$ cat src/rtl/freq_meter_pkg.sv
// Shared definitions for the frequency meter: FSM state encoding and the
// gate-window length computation.
package freq_meter_pkg;

    typedef enum logic [1:0] {
        IDLE  = 2'd0,
        COUNT = 2'd1,
        LATCH = 2'd2
    } state_t;

    // Number of system clocks in one gate window; divide first so the
    // intermediate product stays small for large clock frequencies.
    function automatic int unsigned gate_cycles(input int unsigned input_freq,
                                                input int unsigned gate_ms);
        return input_freq / 1000 * gate_ms;
    endfunction

endpackage

$ cat src/rtl/edge_sync.sv
// Two-flop synchronizer followed by a rising-edge detector for an
// asynchronous level input (signal, button or sensor line).
module edge_sync (
    input  logic clk_in,
    input  logic reset,
    input  logic d,
    output logic rise
);

    logic meta;
    logic s;
    logic s_prev;

    // NOTE: sequential state uses non-blocking assignments so every flop
    // samples the pre-edge value of its neighbour, forming a true shift chain.
    always_ff @(posedge clk_in or posedge reset) begin
        if (reset) begin
            meta   <= 1'b0;
            s      <= 1'b0;
            s_prev <= 1'b0;
        end else begin
            meta   <= d;
            s      <= meta;
            s_prev <= s;
        end
    end

    assign rise = s & ~s_prev;

endmodule

$ cat src/rtl/freq_meter.sv
// Gated frequency counter: counts synchronized rising edges of sig_in over
// a GATE_CYCLES-long window and publishes the count with a valid strobe.
module freq_meter
    import freq_meter_pkg::*;
#(
    parameter int unsigned INPUT_FREQ  = 50000000,
    parameter int unsigned GATE_MS     = 1000,
    parameter int unsigned COUNT_WIDTH = 32
) (
    input  logic                   clk_in,
    input  logic                   reset,
    input  logic                   enable,
    input  logic                   sig_in,
    output logic [COUNT_WIDTH-1:0] freq_count,
    output logic                   valid,
    output logic                   overflow,
    output logic                   busy
);

    localparam int unsigned      GATE_CYCLES = gate_cycles(INPUT_FREQ, GATE_MS);
    localparam int               GATE_W      = $clog2(GATE_CYCLES + 1);
    localparam logic [GATE_W-1:0] GATE_LAST  = GATE_W'(GATE_CYCLES - 1);

    state_t                 state;
    state_t                 state_next;
    logic [GATE_W-1:0]      gate_cnt;
    logic [COUNT_WIDTH-1:0] edge_cnt;
    logic                   sat_flag;
    logic                   rise;

    edge_sync u_sync (
        .clk_in (clk_in),
        .reset  (reset),
        .d      (sig_in),
        .rise   (rise)
    );

    always_ff @(posedge clk_in or posedge reset) begin
        if (reset) state <= IDLE;
        else       state <= state_next;
    end

    // NOTE: state_next gets its default before the case so no path through
    // this block leaves it unassigned, which would infer a latch.
    always_comb begin
        state_next = state;
        case (state)
            IDLE:    if (enable) state_next = COUNT;
            COUNT: begin
                if (!enable)                  state_next = IDLE;
                else if (gate_cnt == GATE_LAST) state_next = LATCH;
            end
            LATCH:   state_next = enable ? COUNT : IDLE;
            default: state_next = IDLE;
        endcase
    end

    // Counters run only in COUNT; IDLE and LATCH hold them cleared, so an
    // aborted window simply discards its partial count.
    always_ff @(posedge clk_in or posedge reset) begin
        if (reset) begin
            gate_cnt <= '0;
            edge_cnt <= '0;
            sat_flag <= 1'b0;
        end else if (state == COUNT) begin
            gate_cnt <= gate_cnt + 1'b1;
            if (rise) begin
                if (&edge_cnt) sat_flag <= 1'b1;
                else           edge_cnt <= edge_cnt + 1'b1;
            end
        end else begin
            gate_cnt <= '0;
            edge_cnt <= '0;
            sat_flag <= 1'b0;
        end
    end

    // Results load on the LATCH edge; valid is registered alongside them so
    // the strobe and the new value are seen by consumers in the same cycle.
    always_ff @(posedge clk_in or posedge reset) begin
        if (reset) begin
            freq_count <= '0;
            overflow   <= 1'b0;
            valid      <= 1'b0;
        end else begin
            valid <= (state == LATCH);
            if (state == LATCH) begin
                freq_count <= edge_cnt;
                overflow   <= sat_flag;
            end
        end
    end

    assign busy = (state == COUNT);

endmodule

$ cat config.mk
export PLATFORM = sky130hd
export DESIGN_NAME = freq_meter
export DESIGN_NICKNAME = d
export VERILOG_FILES = /design/src/rtl/freq_meter_pkg.sv /design/src/rtl/edge_sync.sv /design/src/rtl/freq_meter.sv
export SDC_FILE = /design/constraint.sdc
export NUM_CORES = 1
export LEC_CHECK = 0
export CORE_MARGIN = 3
export CORE_UTILIZATION = 50
export DETAILED_ROUTE_END_ITERATION = 8
export PLACE_DENSITY_LB_ADDON = 0.08
export SYNTH_ARGS = -nofsm -noshare
export SYNTH_HDL_FRONTEND = slang
export SYNTH_SLANG_ARGS = --single-unit
$ cat constraint.sdc
create_clock -name clk_in -period 4 [get_ports clk_in]
set_input_delay 0.8 -clock clk_in [delete_from_list [all_inputs] [get_ports clk_in]]
set_output_delay 0.8 -clock clk_in [all_outputs]
set_load 0.01 [all_outputs]
# Word level (Yosys, flattened, before mapping)
# Index checks and enable logic that the tools add are counted.
# totals
regBits	98
input_bits	4
output_inout_bits	35
word_cells	39
# classes
n_addsub	2
n_eq_ne	8
mux	12
n_bitwise	2
reduce_logical	5
# op_table
operator	n
$mux W32	3
$add A32 B1 Y32 const B	1
$reduce_and A32 Y1	1
$add A26 B1 Y26 const B	1
$eq A26 B26 Y1 const B	1
$mux W26	1
$mux W2	3
$pmux W2 S3	1
$reduce_and A2 Y1	3
$mux W1	4
$ne A2 B1 Y1 const B	2
$ne A2 B2 Y1 const B	2
$ne A3 B2 Y1 const B	1
$eq A2 B1 Y1 const B	1
$eq A2 B2 Y1 const B	1
$logic_not A2 Y1	1
$and A1 B1 Y1	1
$not A1 Y1	1

# Longest topological paths before layout
# depth
depth_word	4
ltp_mapped	7
mapped_depth_nobuf	6

# Modules after synthesis
# A second synthesis with hierarchy kept.
# unflattened
hier_cells	422
area_unflattened_um2	4593.2
# by_module_without_submodules
mod	instances	cells_each	area_per_inst_um2	seq_area_each_um2
freq_meter	1	417	4500.6	2377.3
edge_sync	1	5	92.6	75.1

# Least setup slack after synthesis
# OpenSTA, ideal clock, no wires.
# synth_timing
path_kind	reg-to-reg
startpoint	register u_sync.s_prev
endpoint	register edge_cnt[29]
setup_time_ps	78
t_arrival_ps	2010
required_ps	3922
slack_ps	1912
stages_incl_launch_ff	7
n_path_buf	1
period_less_slack_ps	2088
cell_sequence	dfrtp_1 nand2b_1 clkbuf_1 or3_1 or4_4 or4_1 a21oi_1
# synth_via
elab_chain_len	4
# synth_lines
item	line_no	text
from (decl)	edge_sync.sv:12	logic s_prev;
from (signal assigned)	edge_sync.sv:24	s_prev <= s;
$not A1 Y1	edge_sync.sv:28	assign rise = s & ~s_prev;
$and A1 B1 Y1	edge_sync.sv:28	
$ne A2 B1 Y1 (no line)	n/a	
$reduce_and A2 Y1 (no line)	n/a	
to (signal assigned)	freq_meter.sv:69	else edge_cnt <= edge_cnt + 1'b1;
to (decl)	freq_meter.sv:27	logic [COUNT_WIDTH-1:0] edge_cnt;
# Every way passes these cells.
# A chain may end at the register's enable or synchronous reset.

# Final worst setup path
# layout_timing
startpoint	register state[1]
endpoint	output busy
# layout_via
elab_chain_len	1
# layout_lines
item	line_no	text
from (decl)	freq_meter.sv:24	state_t state;
from (signal assigned)	freq_meter.sv:40	else state <= state_next;
$eq A2 B1 Y1	freq_meter.sv:94	assign busy = (state == COUNT);
to (decl)	freq_meter.sv:17	output logic busy
# Every way passes these cells.

==> reports/qor.csv <==
stage,metric,value,unit
global_route,first-pass GRT wire length,15100,um
route,drt wl/cell,15.3,um
timing,maximum clock frequency,0.385,GHz
die,die footprint,10200,um2
synth,synth unique cells,43,
cts,clk_lat worst skew,360,ps
power,Static Leakage,2.22,nW
synth,Mapped Cells,426,
placement,Routability Congestion,0.865,
cts,Clock Sinks,98,
critical_path,crit path cell chain,nand2b_2 > inv_1 > buf_4 > clkdlybuf4s50_1,
route,vias,3211,
synth,"Seq/Total Area, Yosys",0.543,
synth,ys async rst share,1.00,
critical_path,slowest CP cell,clkdlybuf4s50_1,
die,Die Span Y,101,um
synth,"count leader, synth",dfrtp_1,
die,Initial Util,0.515,
die,row count,34,
critical_path,Worst R2R End,edge_cnt[31],
global_route,GRT overflow,0,
critical_path,critical path depth,4,
critical_path,"delay-heaviest family, CP",buffers and inverters,
cts,Clock Root Buffer,clkbuf_8,
critical_path,R2R setup slack,1540,ps
cts,H-tree depth,3,
critical_path,CP max stage delay,570,ps
placement,Placed Area,5000,um2
placement,pre-CTS setup slack,1570,ps
timing,total negative slack,0,ps
layout,utilization after layout,0.594,
synth,Synth area leaders,"dfrtp_1, mux2_2, xnor2_1, nor2_1, nand4_1",
die,width of the die,101,um
layout,Nets,465,
synth,Mapped Nets,432,
run,# Max-Cap Violations,0,
synth,top cell type by total area after synthesis,dfrtp_1,
timing,hold slack,357,ps
layout,fin cells,572,
timing,final hold vios,0,
layout,Seq. cell area,2450,um2
synth,top cell type's share of synthesized area,0.543,
placement,number of port buffers,38,
timing,final setup margin,1400,ps
timing,final setup fails,0,
global_route,vias in the first global route,3158,
critical_path,worst path buffer plus inverter count,3,
global_route,largest net degree at the start of global routing,59,
placement,hpwl dp,5900,um
power,total power,1.71,mW
critical_path,crit path DAT,1800,ps
layout,P&R area growth vs syn,15.4,%
timing,period utilization,0.649,
route,Pre-antenna DRT Iters,4,
synth,"EDFF count, synth",0,
cts,"Clk pin slew, worst setup/hold paths",90,ps
hold_path,HP Class,reg2reg,
run_status,status,"finished, final reports clean",
power,PwrDens,329,nW/um2
synth,Avg Inst Size Synth,10.6,um2
critical_path,crit path from,state[1],
cts,clk buf depth,2,
timing,RSZ-0062 raised after global routing,false,
critical_path,r2r startpoint,edge_cnt[6],
layout,fill cell count,742,
critical_path,Worst Path Required,3200,ps
synth,mapped cell area,4510,um2
placement,placed cells,556,
timing,Least-Margin Pin Slew,1100,ps
route,routed vias/inst,5.61,
timing,"Slew Viols, Final",0,
critical_path,Crit. End Element,output pin,
cts,CTS Hold Bufs,0,
synth,ys flop type,dfrtp_1,
layout,post-route cell area,5210,um2
timing,Worst Skew,7.78,ps
die,CORE AREA,8760,um2
route,post-route antenna net violation count,0,
critical_path,Setup CP Type,reg2out,
timing,headroom to the max-slew limit,0.262,
cts,# Post-CTS Setup Buffers,0,
layout,antenna cells,0,
critical_path,Worst setup SP type,flip-flop,
synth,Ys Warns,0,
cts,CTS tree,built,
die,I/O Pins,39,
critical_path,worst setup path end,busy,
critical_path,Worst R2R Path Depth,5,
critical_path,worst-path maximum fanout,15,
power,worst vdd ir,0.191,mV
synth,Yosys reg bits,98,
route,Iteration-0 DRC Markers,167,
global_route,initial antenna violation count,0,
timing,fin crit period,2600,ps
layout,share of cells above drive strength 1,0.142,
cts,TritonCTS buffer count,9,
cts,"Gates resized, CTS repair",0,
route,DRT Wirelength,8780,um
route,DRC,0,
synth,Commonest cells post-synth,"dfrtp_1, nor2_1, nand2_1",
global_route,gr usage total,0.188,
layout,Multi-input gate area,1940,um2
## layout make-up
cell class / instances / share of cell area
multi-input cells: 295 / 0.373
inverters: 13 / 0.00985
flip-flops and latches: 98 / 0.471
clock buffers: 12 / 0.0298
repair buffers: 42 / 0.0812
well taps: 108 / 0.0260
clock inverters: 4 / 0.00961
## where the power goes
part | switching (mW) | leakage (nW) | internal (mW)
Combinational | 0.0388 | 0.765 | 0.0136
Sequential | 0.00560 | 1.36 | 0.995
Clock | 0.334 | 0.0986 | 0.323
Total | 0.379 | 2.22 | 1.33
## kinds of logic (layout without fill, tap and decap cells)
family	count (synthesis)	count (layout)	share of synthesized area
buf+inv	33	71	0.0294
fa+ha+maj	2	2	0.00554
simple gates	176	176	0.201
flops	98	98	0.543
xor+xnor	38	38	0.0737
compound gates	49	49	0.0729
mux	30	30	0.0743
## cell usage in the layout (no fill, tap or decap), types with 2 or more instances in the layout
cell type,Yosys,routed
nand4_1,19,19
o31ai_1,3,3
xnor2_1,27,27
xor2_1,11,11
a31o_2,8,8
or2_2,2,2
nand2b_2,0,2
a41o_1,2,2
mux2i_1,2,2
o21ai_0,9,9
a211oi_1,7,7
clkdlybuf4s50_1,0,38
clkbuf_8,0,11
or4_1,6,6
and4_1,2,2
ha_1,2,2
nor4_1,8,7
buf_4,0,3
nor4b_1,5,5
a31oi_1,4,4
nand2_1,30,30
or3_1,4,4
nand3_1,13,13
and3_1,5,5
nand2b_1,4,2
nand4_2,2,2
dfrtp_1,98,98
inv_1,13,12
and2_1,3,3
a2111oi_0,2,2
a21oi_1,12,12
nor2_1,57,57
nor3_1,9,9
clkinvlp_4,0,2
mux2_2,28,28
## worst min path at each step
stage                     endpoint  depth (start not counted)         from
after global placement    u_sync.s                          0  u_sync.meta
after global routing      u_sync.s                          0  u_sync.meta
final                     u_sync.s                          0  u_sync.meta
after floorplan           u_sync.s                          0  u_sync.meta
after detailed placement  u_sync.s                          0  u_sync.meta
after CTS                 u_sync.s                          0  u_sync.meta
## routing by layer
layer | vias to the layer above | track usage | share of wire
li1 | 1558 | - | -
met1 | 1592 | 0.257 | 0.49
met2 | 49 | 0.298 | 0.47
met3 | 12 | 0.0304 | 0.028
met4 | 0 | 0.0787 | 0.017
met5 | - | 0 | 0
## state kept, by name (all words and copies together), names as in the netlist
signal / flops
u_sync.meta: 1
u_sync.s_prev: 1
sat_flag: 1
valid: 1
gate_cnt: 26
overflow: 1
freq_count: 32
u_sync.s: 1
edge_cnt: 32
state: 2
(Power assumes the default switching activity.)
